===== src/rtl/letter_segmenter.sv =====
// Groups classifier frames into runs by their top-2 characters, averages each run's top-3
// logits with a serial divider and hands qualifying runs to the Viterbi decoder as letters.
module letter_segmenter #(
  parameter int unsigned MIN_RUN  = 6,
  parameter int unsigned WORD_GAP = 31,
  parameter int unsigned CNT_W    = 7,
  parameter int unsigned BLANK    = 26
) (
  input  logic        i_clk,
  input  logic        i_rst,
  input  logic        i_frame_valid,
  output logic        o_frame_ready,
  input  logic [14:0] i_chars,
  input  logic [95:0] i_logits,
  output logic        o_viter_start,
  output logic        o_viter_next,
  output logic [14:0] o_char,
  output logic [95:0] o_prob,
  input  logic        i_viter_stepped,
  output logic        o_word_end,
  output logic        o_busy
);

  localparam int unsigned AccW    = 32 + CNT_W;
  localparam int unsigned DivCntW = $clog2(AccW);

  localparam logic [DivCntW-1:0] DivLast = DivCntW'(AccW - 1);
  localparam logic [CNT_W-1:0]   LenMax  = {CNT_W{1'b1}};
  localparam logic [CNT_W-1:0]   LenOne  = CNT_W'(1);
  localparam logic [CNT_W-1:0]   MinRun  = CNT_W'(MIN_RUN);
  localparam logic [CNT_W-1:0]   WordGap = CNT_W'(WORD_GAP);
  localparam logic [4:0]         Blank   = 5'(BLANK);

  typedef enum logic [1:0] {StIdle, StDiv, StIssue, StWait} state_e;

  state_e state_q, state_d;

  logic [2:0][4:0]      run_char_q, run_char_d;
  logic [2:0][AccW-1:0] acc_q, acc_d;
  logic [CNT_W-1:0]     run_len_q, run_len_d;
  logic                 word_open_q, word_open_d;
  logic                 gap_flag_q, gap_flag_d;
  logic                 word_end_q, word_end_d;
  logic [2:0][4:0]      pend_char_q, pend_char_d;
  logic [2:0][31:0]     pend_logit_q, pend_logit_d;
  logic [2:0][4:0]      char_out_q, char_out_d;
  logic [2:0][AccW-1:0] quo_q, quo_d;
  logic [2:0][CNT_W-1:0] rem_q, rem_d;
  logic [CNT_W-1:0]     div_len_q, div_len_d;
  logic [DivCntW-1:0]   div_cnt_q, div_cnt_d;

  logic [2:0][4:0]  in_char;
  logic [2:0][31:0] in_logit;
  logic             accept, run_empty, is_match, qualifies, issue_run;

  assign in_char  = i_chars;
  assign in_logit = i_logits;

  always_comb begin
    accept    = i_frame_valid && (state_q == StIdle);
    run_empty = (run_len_q == '0);
    is_match  = !run_empty && (in_char[0] == run_char_q[0]) && (in_char[1] == run_char_q[1]);
    qualifies = (run_len_q >= MinRun) && (run_char_q[0] != Blank) && (run_char_q[1] != Blank);
    issue_run = accept && !run_empty && !is_match && qualifies;
  end

  always_ff @(posedge i_clk) begin
    if (i_rst) begin
      state_q      <= StIdle;
      run_char_q   <= '0;
      acc_q        <= '0;
      run_len_q    <= '0;
      word_open_q  <= 1'b0;
      gap_flag_q   <= 1'b0;
      word_end_q   <= 1'b0;
      pend_char_q  <= '0;
      pend_logit_q <= '0;
      char_out_q   <= '0;
      quo_q        <= '0;
      rem_q        <= '0;
      div_len_q    <= '0;
      div_cnt_q    <= '0;
    end else begin
      state_q      <= state_d;
      run_char_q   <= run_char_d;
      acc_q        <= acc_d;
      run_len_q    <= run_len_d;
      word_open_q  <= word_open_d;
      gap_flag_q   <= gap_flag_d;
      word_end_q   <= word_end_d;
      pend_char_q  <= pend_char_d;
      pend_logit_q <= pend_logit_d;
      char_out_q   <= char_out_d;
      quo_q        <= quo_d;
      rem_q        <= rem_d;
      div_len_q    <= div_len_d;
      div_cnt_q    <= div_cnt_d;
    end
  end

  always_comb begin
    state_d = state_q;
    case (state_q)
      StIdle:  if (issue_run) state_d = StDiv;
      StDiv:   if (div_cnt_q == DivLast) state_d = StIssue;
      StIssue: state_d = StWait;
      StWait:  if (i_viter_stepped) state_d = StIdle;
      default: state_d = StIdle;
    endcase
  end

  always_comb begin
    logic [CNT_W:0]   trial;
    logic             do_open;
    logic [2:0][4:0]  src_char;
    logic [2:0][31:0] src_logit;

    run_char_d   = run_char_q;
    acc_d        = acc_q;
    run_len_d    = run_len_q;
    word_open_d  = word_open_q;
    gap_flag_d   = gap_flag_q;
    word_end_d   = 1'b0;
    pend_char_d  = pend_char_q;
    pend_logit_d = pend_logit_q;
    char_out_d   = char_out_q;
    quo_d        = quo_q;
    rem_d        = rem_q;
    div_len_d    = div_len_q;
    div_cnt_d    = div_cnt_q;
    trial        = '0;
    do_open      = 1'b0;
    // A new run opens either from the live frame or from the frame parked during issue.
    src_char     = (state_q == StWait) ? pend_char_q : in_char;
    src_logit    = (state_q == StWait) ? pend_logit_q : in_logit;

    case (state_q)
      StIdle: begin
        if (accept) begin
          if (is_match) begin
            if (run_len_q != LenMax) begin
              run_len_d = run_len_q + LenOne;
              for (int k = 0; k < 3; k++) begin
                if (in_char[k] == run_char_q[k]) acc_d[k] = acc_q[k] + AccW'(in_logit[k]);
              end
            end
            if ((run_char_q[0] == Blank) && (run_len_d == WordGap) && !gap_flag_q) begin
              word_end_d  = 1'b1;
              gap_flag_d  = 1'b1;
              word_open_d = 1'b0;
            end
          end else if (issue_run) begin
            char_out_d   = run_char_q;
            quo_d        = acc_q;
            rem_d        = '0;
            div_len_d    = run_len_q;
            div_cnt_d    = '0;
            pend_char_d  = in_char;
            pend_logit_d = in_logit;
          end else begin
            do_open = 1'b1;
          end
        end
      end
      StDiv: begin
        div_cnt_d = div_cnt_q + DivCntW'(1);
        // One restoring step per slot: the quotient shifts in where the dividend shifts out.
        for (int k = 0; k < 3; k++) begin
          trial = {rem_q[k], quo_q[k][AccW-1]};
          if (trial >= {1'b0, div_len_q}) begin
            trial    = trial - {1'b0, div_len_q};
            quo_d[k] = {quo_q[k][AccW-2:0], 1'b1};
          end else begin
            quo_d[k] = {quo_q[k][AccW-2:0], 1'b0};
          end
          rem_d[k] = trial[CNT_W-1:0];
        end
      end
      StIssue: word_open_d = 1'b1;
      StWait:  if (i_viter_stepped) do_open = 1'b1;
      default: ;
    endcase

    if (do_open) begin
      run_char_d = src_char;
      for (int k = 0; k < 3; k++) acc_d[k] = AccW'(src_logit[k]);
      run_len_d  = LenOne;
      gap_flag_d = 1'b0;
    end
  end

  always_comb begin
    o_frame_ready = (state_q == StIdle);
    o_busy        = (state_q != StIdle);
    o_viter_start = (state_q == StIssue) && !word_open_q;
    o_viter_next  = (state_q == StIssue) && word_open_q;
    o_word_end    = word_end_q;
    o_char        = char_out_q;
    o_prob        = {quo_q[2][31:0], quo_q[1][31:0], quo_q[0][31:0]};
  end

endmodule

===== config.mk =====
export PLATFORM = sky130hd
export DESIGN_NAME = letter_segmenter
export DESIGN_NICKNAME = d
export VERILOG_FILES = /design/src/rtl/letter_segmenter.sv
export SDC_FILE = /design/constraint.sdc
export NUM_CORES = 1
export LEC_CHECK = 0
export ABC_CLOCK_PERIOD_IN_PS = 6500
export CORE_ASPECT_RATIO = 0.9
export CORE_UTILIZATION = 60
export CTS_CLUSTER_SIZE = 14
export DETAILED_ROUTE_END_ITERATION = 8
export PLACE_DENSITY = 0.83
export SLEW_MARGIN = 25
export SYNTH_ARGS = -nofsm -noshare
export SYNTH_HDL_FRONTEND = slang
export SYNTH_SLANG_ARGS = --single-unit

===== constraint.sdc =====
create_clock -name i_clk -period 6.5 [get_ports i_clk]
set_input_delay 1.3 -clock i_clk [delete_from_list [all_inputs] [get_ports i_clk]]
set_output_delay 1.3 -clock i_clk [all_outputs]
set_load 0.02 [all_outputs]

==> results of run 1 <==
==> stage by stage <==
step	cell area (um^2)	utilization, %
finish	27300	69.2
global route	27300	69.2
CTS	27300	69.1
detailed placement	25800	65.4
floorplan	24000	-
global placement	25800	65.3
==> registers in the layout (all words and copies together), names as in the netlist <==
signal	flops
acc_q	117
o_prob	96
pend_logit_q	96
quo_q	21
rem_q	21
o_char	15
pend_char_q	15
run_char_q	15
div_len_q	7
run_len_q	7
div_cnt_q	6
state_q	2
gap_flag_q	1
o_word_end	1
word_open_q	1
==> layer usage <==
metal / routed length (um) / up-vias
li1: - / 10755
met1: 29300 / 10787
met2: 31500 / 956
met3: 5340 / 167
met4: 1980 / 2
met5: 13 / -
==> placed cells by master (no fill, tap or decap), types with 7 or more instances in the layout <==
cell             synthesis  final
a211oi_1                53     53
a21o_1                  51     50
a21oi_1                310    310
a221oi_1                17     17
a222oi_1                21     21
a311oi_1                10     10
a31oi_1                 25     25
and3_1                  14     14
buf_4                   98     29
clkbuf_1               141      8
clkbuf_16                0     45
clkbuf_8                 0     12
clkdlybuf4s50_1          0    229
dfxtp_1                421    421
ha_1                   127    126
inv_1                   58     58
mux2_2                  22     22
mux2i_1                104    104
nand2_1                377    375
nand2b_1                24     23
nand3_1                 66     66
nand4_1                 21     21
nor2_1                 339    337
nor2b_1                 24     23
nor3_1                 138    138
nor4_1                  12     12
o21a_1                  16     16
o21ai_0                 92     92
o21bai_1                15     15
o221ai_1                 7      7
o22ai_1                122    122
o31ai_1                  7      7
or3_1                   19     19
xnor2_1                 58     58
xor2_1                  54     54
==> kinds of logic after synthesis <==
kind of cell / synth area share, %
adders and majority gates: 7.12
AOI/OAI and AO/OA: 21.3
and+or+nand+nor: 19.9
buffers and inverters: 7.15
xor gates and xnor gates: 4.09
muxes: 5.37
DFF: 35.1
==> power groups by stage <==
stage,sequential (mW),combinational (mW),clock (mW)
2_1_floorplan,2.98,1.79,0
3_3_place_gp,3.06,2.25,0
3_5_place_dp,3.07,2.32,0
4_1_cts,3.01,2.35,2.58
5_1_grt,3.04,2.62,2.69
6_report,3.02,2.40,2.57
==> area by class of cell <==
class / count / area share [%]
Antenna cell: 3 / 0.0275
Timing Repair Buffer: 262 / 9.49
Sequential cell: 421 / 30.9
Inverter: 59 / 0.811
Multi-Input combinational cell: 2257 / 51.0
Clock inverter: 10 / 0.468
Tap cell: 532 / 2.44
Clock buffer: 65 / 4.84
==> how the worst min path moves through the flow <==
| stage | end | from | slack [ns] |
|---|---|---|---|
| 6_report | pend_logit_q[79] | pend_logit_q[79] | 0.45 |
| 5_1_grt | o_char[2] | o_char[2] | 0.47 |
| 4_1_cts | pend_logit_q[8] | pend_logit_q[8] | 0.45 |
| 3_5_place_dp | pend_logit_q[79] | pend_logit_q[79] | 0.45 |
| 3_3_place_gp | pend_logit_q[82] | pend_logit_q[82] | 0.44 |
| 2_1_floorplan | gap_flag_q | gap_flag_q | 0.43 |
==> tightest hold or removal path: cells and delay by family, from the launching register on <==
family | cells | cell delay (ns)
DFF | 1 | 0.31
and+or+nand+nor | 1 | 0.05
AOI/OAI and AO/OA | 1 | 0.05
==> reports/summary.txt, run 1 <==
FF+latch area: 8430 um^2
Design Power: 7.99 mW
ys async rst share: 0%
Mapped Area: 24,000 um^2
CP max FO: 46
H-Tree Depth: 2
number of port buffers: 230
Reg2Reg Depth: 11
RSZ-0062 raised after global routing: false
met2 usage: 52.3%
most frequent cell after synthesis: dfxtp_1
Slew Limit Fails: 0
Core Box Area: 39,500 um^2
switching share of power: 33.8%
CP cell instances: clkdlybuf4s50_1 > xor2_1 > nor4_1 > nand3_1 > nand4_1 > a21o_4 > nand2_1 > or4_1 > o211ai_1
Rel. slew slack: 24.6%
remaining global-route overflow: 0
Hold-fix buffers, CTS: 0
CP Depth: 9
Setup Skew: 0.0126 ns
Synth top area share: 35.1%
Comb pwr share: 30.1%
hold_ws: 0.452 ns
Setup crit end kind: register
CP max stage delay: 0.66 ns
Pleak: 10.2 nW
crit path kind: in2reg
final hold violations: 0
Area Overhead vs Synth: 13.7%
top cell type by total area after synthesis: dfxtp_1
PD cells: 293 nW/um^2
DP HPWL: 45.6 mm
r2r setup slk: 2.48 ns
crit path to: acc_q[113]
Post-synth EDFFs: 0
Post-CTS Resized: 0
Data arrival, critical path: 5.01 ns
Mapped Nets: 3,274
Worst R2R End: o_prob[50]
Synth Flop Type: dfxtp_1
Post-Route WL: 68.2 mm
Post-synth top cells: 421 x dfxtp_1, 377 x nand2_1, 339 x nor2_1
final setup fails: 0
vias in the first global route: 21,213
GRT Max-Usage Layer: met2
M3 GR Usage: 5.38%
family with the most delay on the worst path: simple AND/OR/NAND/NOR gates
r2r startpoint: state_q[0]
area occupied by multi-input gates: 13,900 um^2
initial antenna violation count: 4
ANT nets after route: 0
Net Switching: 2.70 mW
Synth Instances: 3,026
WP buf/inv: 1
Std-Cell Rows: 69
Non-Filler Instances: 3,609
period utilization: 69.4%
# Max-Cap Violations: 0
fill count: 3,139
Flop pwr share: 37.8%
required time of the critical path: 7.00 ns
worst setup path start: i_chars[6]
CTS Root Cell: clkbuf_16
routed vias: 22,667
Initial Util: 60.8%
Worst Setup Slack, final: 1.99 ns
Synth cell types: 86
Slew @ Worst Pin: 1.13 ns
internal power: 5.29 mW
Setup Buffers After CTS: 0
TritonCTS Buffers: 44
drt pass-1 iters: 9
fmax: 0.222 GHz
Max Root-Sink Buffers: 3
post-synthesis register bit count: 421
largest net degree at the start of global routing: 95
clock sinks: 421
Die X: 213 um
worst hold stages: 2
Yosys Warn Count: 0
Clk pwr share: 32.1%
Via-to-Cell Ratio: 6.28
Synth area leaders: dfxtp_1 35%, ha_1 6.6%, a21oi_1 6.5%
Sum Neg Setup Slack: 0 ns
sequential area share after synthesis: 35.1%
CP max-delay cell: or4_1
Hold Crit Class: reg2reg
minimum clock period: 4.51 ns
wire per inst: 18.9 um
Clk Latency, worst-skew pair: 0.57 ns
worst slack, placed: 1.53 ns
DR DRC count: 0
share of layout cells above drive strength 1: 5.20%
met1 Usage GRT: 42.9%
Final GP Congestion: 0.958
Iteration-0 DRC Markers: 2,164
status: finished clean
Final #Nets: 3,293
Die Area: 40,800 um^2
chip height: 192 um
Total Routing Usage GR: 32.2%
I/O pin count: 231
Avg Inst Size Synth: 7.93 um^2
CTS tree: built
Placed Cells: 3,529
first-pass GRT wire length: 107 mm
startpoint types: primary input
CTS clk-pin slew, worst paths: 0.06 ns
IR drop worst, VDD: 231 uV
Note: power is estimated with default switching activity, not from simulation.
==> run 2: changes to the inputs <==
- ABC_CLOCK_PERIOD_IN_PS: 6500 -> 4400
- CORE_UTILIZATION: 60 -> 58
- PLACE_DENSITY: 0.83 -> 0.81
- clock period: 6.5 -> 4.4 ns (I/O delays scaled with it)
==> reports/summary.txt, run 2 (synthesis gave the netlist of run 1 again) <==
dpl cell area: 26,000 um^2 (+0.73%)
r2r startpoint: acc_q[0]
internal power: 7.75 mW (+46%)
Placed Cells: 3,549 (+0.57%)
Reg2Reg Depth: 13 (+2)
routed vias: 22,493 (-0.77%)
Final Cell Area: 27,400 um^2 (+0.34%)
required time of the critical path: 4.86 ns (-2.14 ns)
Final #Nets: 3,303 (+0.30%)
CTS tree: built
fill count: 3,391 (+8.0%)
wire per inst: 18.5 um (-2.2%)
Hold Startpoint: o_char[11]
crit path kind: in2reg
Comb pwr share: 30.6% (+0.5 points)
commonest cells after routing, fill and taps aside: 421 x dfxtp_1, 375 x nand2_1, 337 x nor2_1, 310 x a21oi_1, 229 x clkdlybuf4s50_1
minimum clock period: 3.72 ns
Sum Neg Setup Slack: 0 ns (unchanged)
hold_ws: 0.450 ns (-0.00240 ns)
Hold-fix buffers, CTS: 0 (unchanged)
Slew @ Worst Pin: 1.30 ns (+0.174 ns)
Data arrival, critical path: 4.18 ns (-0.83 ns)
Post-CTS Resized: 0 (unchanged)
Std-Cell Rows: 70 (+1.4%)
WP buf/inv: 2 (+1)
switching share of power: 33.8% (+0.052 points)
family with the most delay on the worst path: compound AO/OA/AOI/OAI gates
CP max stage delay: 0.49 ns (-0.17 ns)
Clk Latency, worst-skew pair: 0.57 ns (about the same)
Non-Filler Instances: 3,624 (+0.42%)
most common cell after layout, fill and taps aside: dfxtp_1
first-pass GRT wire length: 109 mm (+2.0%)
Hold Crit Class: reg2reg
Post-Route WL: 67.0 mm (-1.8%)
RSZ-0062 raised after global routing: false
initial antenna violation count: 4 (unchanged)
IR drop worst, VDD: 321 uV (+39%)
H-Tree Depth: 2 (unchanged)
Total Routing Usage GR: 31.0% (-1.2 points)
Slew Limit Fails: 0 (unchanged)
Final GP Congestion: 0.909 (-5.1%)
Die Area: 42,200 um^2 (+3.4%)
Via-to-Cell Ratio: 6.21 (-1.2%)
Setup Skew: 0.00857 ns (-0.00399 ns)
largest net degree at the start of global routing: 142 (+49%)
Rel. slew slack: 13.1% (-12 points)
clock sinks: 421 (unchanged)
number of port buffers: 230 (unchanged)
Iteration-0 DRC Markers: 1,781 (-18%)
r2r setup slk: 1.11 ns (-1.37 ns)
I/O pin count: 231 (unchanged)
CP max FO: 5 (-89%)
Initial Util: 58.9% (-1.9 points)
Flop pwr share: 38.0% (+0.2 points)
Setup crit end kind: register
Area Overhead vs Synth: 14.1%
vias in the first global route: 21,660 (+2.1%)
CTS Root Cell: clkbuf_16
period utilization: 84.5%
Setup Buffers After CTS: 0 (unchanged)
hold-critical path endpoint: o_char[11]
chip height: 195 um (+1.7%)
Largest register FFs: 117 (unchanged)
Core Box Area: 40,700 um^2 (+3.2%)
DP HPWL: 44.3 mm (-2.7%)
CP max-delay cell: o21ai_0
worst setup path start: i_logits[0]
CP cell instances: clkdlybuf4s50_1 > ha_1 > inv_1 > fa_1 > nor2b_1 > o31ai_1 > a211oi_1 > o21ai_0 > a21oi_1 > o31ai_1 > nor3b_2 > nor3_1 > xnor2_1 > nor2_1
Clk pwr share: 31.4% (-0.7 points)
startpoint types: primary input
Pleak: 10.3 nW (+0.28%)
final hold violations: 0 (unchanged)
Max Root-Sink Buffers: 3 (unchanged)
ANT nets after route: 0 (unchanged)
fmax: 0.269 GHz
drt pass-1 iters: 6 (-3)
# Max-Cap Violations: 0 (unchanged)
final setup fails: 0 (unchanged)
status: finished clean
Reg with most FFs: acc_q
Die X: 216 um (+1.7%)
TritonCTS Buffers: 44 (unchanged)
worst hold stages: 2 (unchanged)
remaining global-route overflow: 0 (unchanged)
Worst R2R End: acc_q[36]
CTS clk-pin slew, worst paths: 0.06 ns (about the same)
cell mode on critical path: o31ai_1
PD cells: 428 nW/um^2 (+46%)
share of layout cells above drive strength 1: 5.39% (+0.18 points)
DR DRC count: 0 (unchanged)
Net Switching: 3.96 mW (+47%)
run 2: cell count changes in the layout (fill, tap and decap cells not counted), sizes merged:
cell      previous run  this run
clkbuf              65        60
clkinvlp             1         3
buf                 33        43
run 2: stage by stage:
stage	util (%)	power, mW	setup slack [ns]
floorplan	-	7.04	0.973
global placement	63.8	7.92	0.257
detailed placement	63.8	8.02	0.176
CTS	67.2	11.7	0.771
global route	67.2	12.3	0.412
finish	67.3	11.7	0.682
run 2: cell type report:
class	instances	area [um^2]	share of cell area, %
Multi-Input combinational cell	2257	13900	50.9
Tap cell	540	676	2.47
Timing Repair Buffer	272	2740	10.0
Antenna cell	3	7.51	0.0274
Clock inverter	12	143	0.521
Sequential cell	421	8430	30.8
Clock buffer	60	1240	4.54
Inverter	59	221	0.809
run 2: worst max path at each step:
stage                      endpoint  cells past startpoint  slack, ns
after global routing      acc_q[32]                     14       0.41
after detailed placement  acc_q[36]                     14       0.18
after floorplan           acc_q[77]                     13       0.97
after CTS                 acc_q[75]                     14       0.77
final                     acc_q[36]                     14       0.68
after global placement    acc_q[77]                     14       0.26
run 2: per-layer routing:
| layer | share of wire (%) | global-route usage, % | routed length, um | up-vias |
|---|---|---|---|---|
| met5 | 0 | 0 | 0 | - |
| met4 | 3.0 | 12.8 | 1980 | 0 |
| met3 | 7.1 | 4.78 | 4730 | 127 |
| met2 | 45 | 49.2 | 30400 | 839 |
| met1 | 45 | 42.1 | 29800 | 10746 |
| li1 | - | - | - | 10781 |
run 2: worst reg2reg max path, stage by stage, from the launching register on:
cell and delay, ns:
dfxtp_1 0.34, ha_1 0.22, inv_1 0.07, fa_1 0.20, nor2b_1 0.07, o31ai_1 0.40
a211oi_1 0.18, o21ai_0 0.49, a21oi_1 0.18, o31ai_1 0.25, nor3b_2 0.42, nor3_1 0.12
xnor2_1 0.18, nor2_1 0.06
run 2: power groups by stage:
stage | clock (mW) | sequential, mW | combinational, mW
global route | 3.87 | 4.48 | 3.94
CTS | 3.73 | 4.44 | 3.54
floorplan | 0 | 4.40 | 2.64
finish | 3.68 | 4.45 | 3.59
detailed placement | 0 | 4.52 | 3.50
global placement | 0 | 4.50 | 3.41
